==> config.mk <==
export PLATFORM = sky130hd
export DESIGN_NAME = writeback_stage
export DESIGN_NICKNAME = d
export VERILOG_FILES = /design/src/rtl/writeback_stage.sv
export SDC_FILE = /design/constraint.sdc
export NUM_CORES = 1
export LEC_CHECK = 0
export CORE_MARGIN = 3
export CORE_UTILIZATION = 51
export CTS_BUF_LIST = sky130_fd_sc_hd__clkbuf_4
export DETAILED_ROUTE_END_ITERATION = 10
export PLACE_DENSITY = 0.81
export REMOVE_ABC_BUFFERS = 1
export SLEW_MARGIN = 10
export SYNTH_ARGS = -nofsm -noshare
export SYNTH_HDL_FRONTEND = slang
export SYNTH_SLANG_ARGS = --single-unit
==> constraint.sdc <==
create_clock -name clk -period 2.7 [get_ports clk]
set_input_delay 0.54 -clock clk [delete_from_list [all_inputs] [get_ports clk]]
set_output_delay 0.54 -clock clk [all_outputs]
set_load 0.02 [all_outputs]
==> src/rtl/writeback_stage.sv <==
// writeback_stage: MEM/WB pipeline register followed by the writeback stage.
// Holds the memory-stage results for one cycle, extracts and extends load data,
// selects the register-file write value, flags misaligned loads and keeps a
// retired-instruction counter. Every output is driven from registered state only.
module writeback_stage #(
    parameter int DATA_WIDTH = 32,
    parameter int RET_CNT_W  = 32
) (
    input  logic                  clk,
    input  logic                  rst,
    input  logic                  stall,
    input  logic                  flush,
    input  logic                  valid_in,
    input  logic [DATA_WIDTH-1:0] memory_bypass,
    input  logic [DATA_WIDTH-1:0] memory_output,
    input  logic [DATA_WIDTH-1:0] pc_in,
    input  logic [4:0]            rd_in,
    input  logic                  reg_write_in,
    input  logic [1:0]            wb_sel_in,
    input  logic [2:0]            funct3_in,
    output logic                  valid_out,
    output logic                  reg_write_out,
    output logic [4:0]            rd_out,
    output logic [DATA_WIDTH-1:0] write_data,
    output logic                  misaligned_load,
    output logic [RET_CNT_W-1:0]  retired_count
);

    localparam logic [1:0] SEL_ALU  = 2'b00;
    localparam logic [1:0] SEL_LOAD = 2'b01;
    localparam logic [1:0] SEL_PC4  = 2'b10;

    localparam logic [2:0] F3_LB  = 3'b000;
    localparam logic [2:0] F3_LH  = 3'b001;
    localparam logic [2:0] F3_LBU = 3'b100;
    localparam logic [2:0] F3_LHU = 3'b101;

    // A load is misaligned when a halfword sits on an odd byte or a word
    // (including the unlisted funct3 codes, which behave as LW) is not on a
    // 4-byte boundary. Byte loads can never be misaligned.
    function automatic logic isMisaligned(input logic [1:0] sel,
                                          input logic [2:0] f3,
                                          input logic [1:0] off);
        logic result;
        result = 1'b0;
        if (sel == SEL_LOAD) begin
            if (f3 == F3_LH || f3 == F3_LHU)
                result = off[0];
            else if (f3 != F3_LB && f3 != F3_LBU)
                result = (off != 2'b00);
        end
        return result;
    endfunction

    logic                  r_valid;
    logic [DATA_WIDTH-1:0] r_addr;
    logic [DATA_WIDTH-1:0] r_word;
    logic [DATA_WIDTH-1:0] r_pc;
    logic [4:0]            r_rd;
    logic                  r_regWrite;
    logic [1:0]            r_wbSel;
    logic [2:0]            r_funct3;
    logic [RET_CNT_W-1:0]  r_retired;

    logic                  w_capture;
    logic                  w_inMisaligned;
    logic                  w_misaligned;
    logic [7:0]            w_byte;
    logic [15:0]           w_half;
    logic [DATA_WIDTH-1:0] w_loadData;
    logic [DATA_WIDTH-1:0] w_writeData;

    assign w_capture      = ~flush & ~stall;
    assign w_inMisaligned = isMisaligned(wb_sel_in, funct3_in, memory_bypass[1:0]);
    assign w_misaligned   = r_valid & isMisaligned(r_wbSel, r_funct3, r_addr[1:0]);

    // MEM/WB register: flush inserts a bubble (beating stall), stall holds, otherwise capture.
    always_ff @(posedge clk or negedge rst) begin
        if (!rst) begin
            r_valid    <= 1'b0;
            r_addr     <= '0;
            r_word     <= '0;
            r_pc       <= '0;
            r_rd       <= '0;
            r_regWrite <= 1'b0;
            r_wbSel    <= SEL_ALU;
            r_funct3   <= '0;
        end else if (flush) begin
            r_valid <= 1'b0;
        end else if (!stall) begin
            r_valid    <= valid_in;
            r_addr     <= memory_bypass;
            r_word     <= memory_output;
            r_pc       <= pc_in;
            r_rd       <= rd_in;
            r_regWrite <= reg_write_in;
            r_wbSel    <= wb_sel_in;
            r_funct3   <= funct3_in;
        end
    end

    // Retire counter advances once per captured valid, aligned instruction.
    always_ff @(posedge clk or negedge rst) begin
        if (!rst)
            r_retired <= '0;
        else if (w_capture && valid_in && !w_inMisaligned)
            r_retired <= r_retired + 1'b1;
    end

    // Little-endian byte/half extraction and sign or zero extension.
    always_comb begin
        w_loadData = r_word;
        case (r_addr[1:0])
            2'd0:    w_byte = r_word[7:0];
            2'd1:    w_byte = r_word[15:8];
            2'd2:    w_byte = r_word[23:16];
            default: w_byte = r_word[31:24];
        endcase
        w_half = r_addr[1] ? r_word[31:16] : r_word[15:0];
        case (r_funct3)
            F3_LB:   w_loadData = {{24{w_byte[7]}}, w_byte};
            F3_LBU:  w_loadData = {24'd0, w_byte};
            F3_LH:   w_loadData = {{16{w_half[15]}}, w_half};
            F3_LHU:  w_loadData = {16'd0, w_half};
            default: w_loadData = r_word;
        endcase
    end

    // Register-file write value; the unused select code falls back to the ALU result.
    always_comb begin
        w_writeData = r_addr;
        case (r_wbSel)
            SEL_LOAD: w_writeData = w_loadData;
            SEL_PC4:  w_writeData = r_pc + 32'd4;
            default:  w_writeData = r_addr;
        endcase
    end

    assign valid_out       = r_valid;
    assign rd_out          = r_rd;
    assign write_data      = w_writeData;
    assign misaligned_load = w_misaligned;
    assign reg_write_out   = r_valid & r_regWrite & (r_rd != 5'd0) & ~w_misaligned;
    assign retired_count   = r_retired;

endmodule

==> impl_metrics.env, run 1 <==
export IMPL_cts_path_max_buffers=2
export IMPL_grt_pass1_vias=6569
export IMPL_drive_gt1_share_pct=37.0
export IMPL_synth_common_cells="dfrtp_1 (140), mux2_2 (97), nand2_1 (59)"
export IMPL_die_h_um=125
export IMPL_ys_async_sr_fraction_pct=100
export IMPL_use_met1_pct=37.7
export IMPL_overflow=0
export IMPL_setup_violations=30
export IMPL_finalPower_mw=6.62
export IMPL_synth_area_mm2=0.00726
export IMPL_synthCells=685
export IMPL_ios=184
export IMPL_synth_seq_cells=140
export IMPL_dp_hpwl_um=15800
export IMPL_viasPerCell=5.86
export IMPL_portBuffers=183
export IMPL_cts_root_buf="clkbuf_4"
export IMPL_syn_area_per_cell_um2=10.6
export IMPL_drt_wl_total_um=23600
export IMPL_gr_usage_met3_pct=8.44
export IMPL_fin_util_pct=81.0
export IMPL_synth_top_area_share_pct=48.3
export IMPL_initial_core_util_pct=53.6
export IMPL_crit_type="reg -> out"
export IMPL_period_needed_ns=3.06
export IMPL_reg2regPathDepth=5
export IMPL_drv_cap=0
export IMPL_syn_to_final_growth_pct=51.3
export IMPL_grt_busiest_layer="met2"
export IMPL_antenna_found_initial=0
export IMPL_crit_path_start_kind="flop"
export IMPL_dr_pass1_iters=5
export IMPL_cts_buffers=17
export IMPL_clk_pin_slew_worst_paths_ns=0.13
export IMPL_num_rows=42
export IMPL_insertion_delay_ns=0.58
export IMPL_drt_iter0_drc=667
export IMPL_cts_tree="yes"
export IMPL_grt_usage_pct=28.6
export IMPL_fmax_ghz=0.327
export IMPL_slew_headroom_pct=66.0
export IMPL_die_x_um=125
export IMPL_synth_flop_cell="dfrtp_1"
export IMPL_grt_start_max_net_pins=71
export IMPL_reg2reg_to="retired_count[28]"
export IMPL_die_area_mm2=0.0157
export IMPL_period_share_pct=113
export IMPL_hold_viol_final=0
export IMPL_post_route_drc_count=0
export IMPL_ff2ff_setup_slack_ns=0.38
export IMPL_core_area_mm2=0.0136
export IMPL_slew_viol_final=0
export IMPL_cts_sinks=140
export IMPL_cp_max_fo=6
export IMPL_gr_usage_met2_pct=46.8
export IMPL_antennaDiodeCount=0
export IMPL_nets=1067
export IMPL_worstSetupEndpoint="write_data[21]"
export IMPL_synth_enable_flop_cells=0
export IMPL_skew_ns=0.0209
export IMPL_p_per_area_mw_per_mm2=603
export IMPL_yosysSeqAreaShare_pct=48.3
export IMPL_yosysMostFrequentCell="dfrtp_1"
export IMPL_irDropWorstVdd_uv=509
export IMPL_htreeDepth=4
export IMPL_yosys_top_cells_area="dfrtp_1 (48%), mux2_2 (15%), xnor2_1 (3.7%)"
export IMPL_layout_setup_ws_ns=-0.356
export IMPL_r2r_start="retired_count[11]"
export IMPL_nFillCells=787
export IMPL_yosys_warnings=0
export IMPL_crit_required_ns=2.16
export IMPL_ys_types=47
export IMPL_yosys_area_top_type="dfrtp_1"
export IMPL_crit_start="r_pc[7]"
export IMPL_critPathArrivalTime_ns=2.52
export IMPL_holdCritPathClass="in -> async"
export IMPL_critPathCaptureType="primary output"
export IMPL_violations="negative setup slack"
export IMPL_vias=6683
export IMPL_antenna_left=0
export IMPL_rsz0062_at_grt="true"
export IMPL_worstMarginPinSlew_ns=0.510
export IMPL_grt_first_pass_wirelength_um=35800
export IMPL_wl_per_cell_um=20.7
export IMPL_p_leak_nw=4.65
export IMPL_gp_congestion=0.886
export IMPL_outcome="finished with violations"
-- sequential cells by signal (all words and copies together) (netlist names) --
register,flops
r_addr,32
r_funct3,3
r_pc,32
r_regWrite,1
r_wbSel,2
r_word,32
rd_out,5
retired_count,32
valid_out,1
-- stage by stage --
stage / TNS, ns / hold WS [ns] / std cells / cell area [um2] / worst slack (ns)
after global placement: -2.52 / 0.463 / 1082 / 9800 / -0.271
final: -6.37 / 0.469 / 1140 / 11000 / -0.356
after detailed placement: -3.50 / 0.460 / 1082 / 9800 / -0.337
after CTS: -6.48 / 0.468 / 1129 / 10600 / -0.356
after global routing: -9.79 / 0.475 / 1140 / 11000 / -0.459
after floorplan: -363.17 / 0.244 / 643 / 7080 / -3.68
-- layer usage --
metal  vias to the layer above  wire length (um)
met4                         0               768
met3                        65              1910
met5                         -                 0
met2                       367             11200
li1                       2987                 -
met1                      3264              9690
-- logic make-up after synthesis --
family	Yosys count	share of synthesized area [%]
adders and majority gates	4	0.689
and+or+nand+nor	188	13.5
AOI/OAI and AO/OA	120	10.7
DFF	140	48.3
xor gates and xnor gates	59	7.12
muxes	103	15.9
buffers and inverters	71	3.93
-- worst min-delay path by stage --
stage | start | end | slack, ns | cells past startpoint
after global placement | retired_count[31] | retired_count[31] | 0.46 | 1
after floorplan | rst | r_addr[0] | 0.24 | 0
after detailed placement | retired_count[31] | retired_count[31] | 0.46 | 1
after global routing | rst | r_pc[2] | 0.47 | 2
after CTS | rst | r_pc[2] | 0.47 | 2
final | rst | r_pc[2] | 0.47 | 2
-- layout by cell type (no fill, tap or decap), types with 23 or more instances in the layout --
cell	netlist	final
buf_4	0	97
xor2_1	28	26
buf_6	2	32
inv_1	29	28
o21ai_0	31	23
dfrtp_1	140	138
clkdlybuf4s50_1	0	148
nand2_1	59	53
mux2_2	97	92
a21oi_1	33	30
xnor2_1	31	27
-- power breakdown --
part / switching (mW) / total, mW / internal (mW)
combinational: 1.24 / 2.49 / 1.25
clock: 0.854 / 1.51 / 0.656
sequential: 0.259 / 2.62 / 2.36
total: 2.35 / 6.62 / 4.27
-- timing repair --
item                                    in CTS  in global routing
gates resized for setup                    260                 82
hold buffers                                 1                  0
buffers inserted                            14                 13
endpoints found under the setup margin      34                 34
pin swaps                                   33                 47
hold endpoints to repair                    52                  0
-- layout make-up --
type	instances	area (um2)	area share (%)
repair buffers	289	2750	25.0
inverters	29	109	0.991
flip-flops and latches	140	3510	31.9
clock inverters	15	190	1.73
well taps	176	220	2.01
multi-input cells	474	4080	37.2
clock buffers	17	128	1.16
-- critical path: stages (launching register included) --
cell      delay [ns]
dfrtp_1         0.44
nand2_2         0.11
nor4_4          0.31
buf_4           0.19
buf_12          0.12
buf_6           0.11
nand3_4         0.08
xor2_2          0.20
o221ai_1        0.20
buf_4           0.18
Note: power is estimated with default switching activity, not from simulation.
==> run 2: changes to the inputs <==
--- a/config.mk
+++ b/config.mk
@@ -11,6 +11,7 @@
 export DETAILED_ROUTE_END_ITERATION = 10
 export PLACE_DENSITY = 0.81
 export REMOVE_ABC_BUFFERS = 1
+export SETUP_SLACK_MARGIN = 0.4
 export SLEW_MARGIN = 10
 export SYNTH_ARGS = -nofsm -noshare
 export SYNTH_HDL_FRONTEND = slang
==> impl_metrics.env, run 2 (same netlist as run 1, synthesis figures left out) <==
export IMPL_drive_gt1_share_pct=38.7
export IMPL_cp_slowest_cell="or4_4"
export IMPL_violations="negative setup slack"
export IMPL_overflow=0
export IMPL_nets=1072
export IMPL_fin_area_mm2=0.0111
export IMPL_period_needed_ns=3.07
export IMPL_rsz0062_at_grt="true"
export IMPL_clk_pin_slew_worst_paths_ns=0.12
export IMPL_crit_buf_inv=2
export IMPL_vias=6780
export IMPL_drt_iter0_drc=683
export IMPL_reg2regPathDepth=5
export IMPL_final_cell_mix="clkdlybuf4s50_1 (143), dfrtp_1 (135), buf_4 (103)"
export IMPL_num_rows=42
export IMPL_grt_start_max_net_pins=71
export IMPL_antenna_left=0
export IMPL_ios=184
export IMPL_skew_ns=0.0215
export IMPL_die_h_um=125
export IMPL_dp_cells=1082
export IMPL_slew_headroom_pct=65.2
export IMPL_cts_buffers=17
export IMPL_cts_root_buf="clkbuf_4"
export IMPL_grt_first_pass_wirelength_um=36300
export IMPL_critPathArrivalTime_ns=2.53
export IMPL_reg2reg_to="retired_count[28]"
export IMPL_holdCritPathClass="in -> async"
export IMPL_syn_to_final_growth_pct=52.9
export IMPL_final_cells=1145
export IMPL_grt_pass1_vias=6591
export IMPL_p_leak_nw=4.77
export IMPL_antenna_found_initial=0
export IMPL_final_common_cell="clkdlybuf4s50_1"
export IMPL_placed_area_mm2=0.00980
export IMPL_critPathCaptureType="primary output"
export IMPL_core_area_mm2=0.0136
export IMPL_portBuffers=183
export IMPL_p_per_area_mw_per_mm2=602
export IMPL_finalPower_mw=6.68
export IMPL_fmax_ghz=0.326
export IMPL_drt_wl_total_um=24000
export IMPL_initial_core_util_pct=53.6
export IMPL_dr_pass1_iters=6
export IMPL_hold_viol_final=0
export IMPL_post_route_drc_count=0
export IMPL_insertion_delay_ns=0.57
export IMPL_crit_required_ns=2.16
export IMPL_place_ws_ns=-0.337
export IMPL_period_share_pct=114
export IMPL_cts_sinks=140
export IMPL_whs_ns=0.471
export IMPL_cp_max_fo=6
export IMPL_irDropWorstVdd_uv=423
export IMPL_dp_hpwl_um=15800
export IMPL_path_cells="nand4_1 > or4_4 > buf_6 > nor3_4 > xnor2_1 > o221ai_1 > buf_4"
export IMPL_htreeDepth=4
export IMPL_slowest_delay_ns=0.65
export IMPL_cts_tree="yes"
export IMPL_crit_type="reg -> out"
export IMPL_cp_top_family="simple AND/OR/NAND/NOR gates"
export IMPL_fin_util_pct=81.9
export IMPL_viasPerCell=5.92
export IMPL_grt_usage_pct=29.0
export IMPL_crit_path_start_kind="flop"
export IMPL_slew_viol_final=0
export IMPL_die_area_mm2=0.0157
export IMPL_drv_cap=0
export IMPL_worstMarginPinSlew_ns=0.522
export IMPL_r2r_start="retired_count[10]"
export IMPL_finalSetupTns_ns=-5.99
export IMPL_wl_per_cell_um=21.0
export IMPL_outcome="finished with violations"
export IMPL_antennaDiodeCount=0
export IMPL_cts_path_max_buffers=2
export IMPL_die_x_um=125
export IMPL_gp_congestion=0.886
export IMPL_layout_setup_ws_ns=-0.371
export IMPL_ff2ff_setup_slack_ns=0.56
export IMPL_setup_violations=29
==> run 2: cell count changes in the layout (fill, tap and decap cells not counted), moves of 3 or more <==
cell,previous run,this run
buf_4,97,103
dlymetal6s2s_1,0,5
clkdlybuf4s50_1,148,143
dfrtp_2,2,5
dfrtp_1,138,135
==> run 2: what timing repair did <==
item	in CTS	in global routing
endpoints found under the setup margin	36	45
buffers inserted	15	15
gates resized for setup	286	80
hold buffers	1	0
endpoints found under the hold margin	52	0
pin swaps	37	54
gates cloned	0	0
==> run 2: worst max path at each step <==
stage	endpoint	cells past startpoint	slack, ns	from
finish	write_data[24]	7	-0.37	r_pc[13]
global placement	write_data[24]	7	-0.27	r_pc[11]
detailed placement	write_data[30]	6	-0.34	r_pc[11]
global route	write_data[24]	7	-0.49	r_pc[13]
floorplan	retired_count[1]	3	-3.68	stall
CTS	write_data[28]	6	-0.36	r_pc[14]
==> run 2: layout make-up <==
cell class	count	area (um2)
flip-flops and latches	140	3510
inverters	29	113
well taps	176	220
clock inverters	15	190
clock buffers	17	128
multi-input cells	474	4130
repair buffers	294	2810
fillers	761	2460
==> run 2: worst register-to-register path, stage by stage, from the launching register on <==
cell     delay (ns)
dfrtp_2        0.45
nand4_2        0.17
or3_1          0.48
or3_4          0.49
nor3_1         0.29
xor2_1         0.18
==> run 2: report_power, final <==
part	internal [mW]	leakage (nW)	total, mW	switching [mW]
sequential	2.36	1.68	2.62	0.263
combinational	1.28	2.94	2.55	1.26
clock	0.657	0.156	1.52	0.859
total	4.30	4.77	6.68	2.38
==> run 2: per-layer routing <==
metal  share of wire (%)  global-route usage [%]  vias up
li1                    -                       -     2999
met5                   0                       0        -
met3                 8.5                    8.49       63
met2                  49                    47.6      384
met4                 2.5                    6.57        0
met1                  40                    38.5     3334
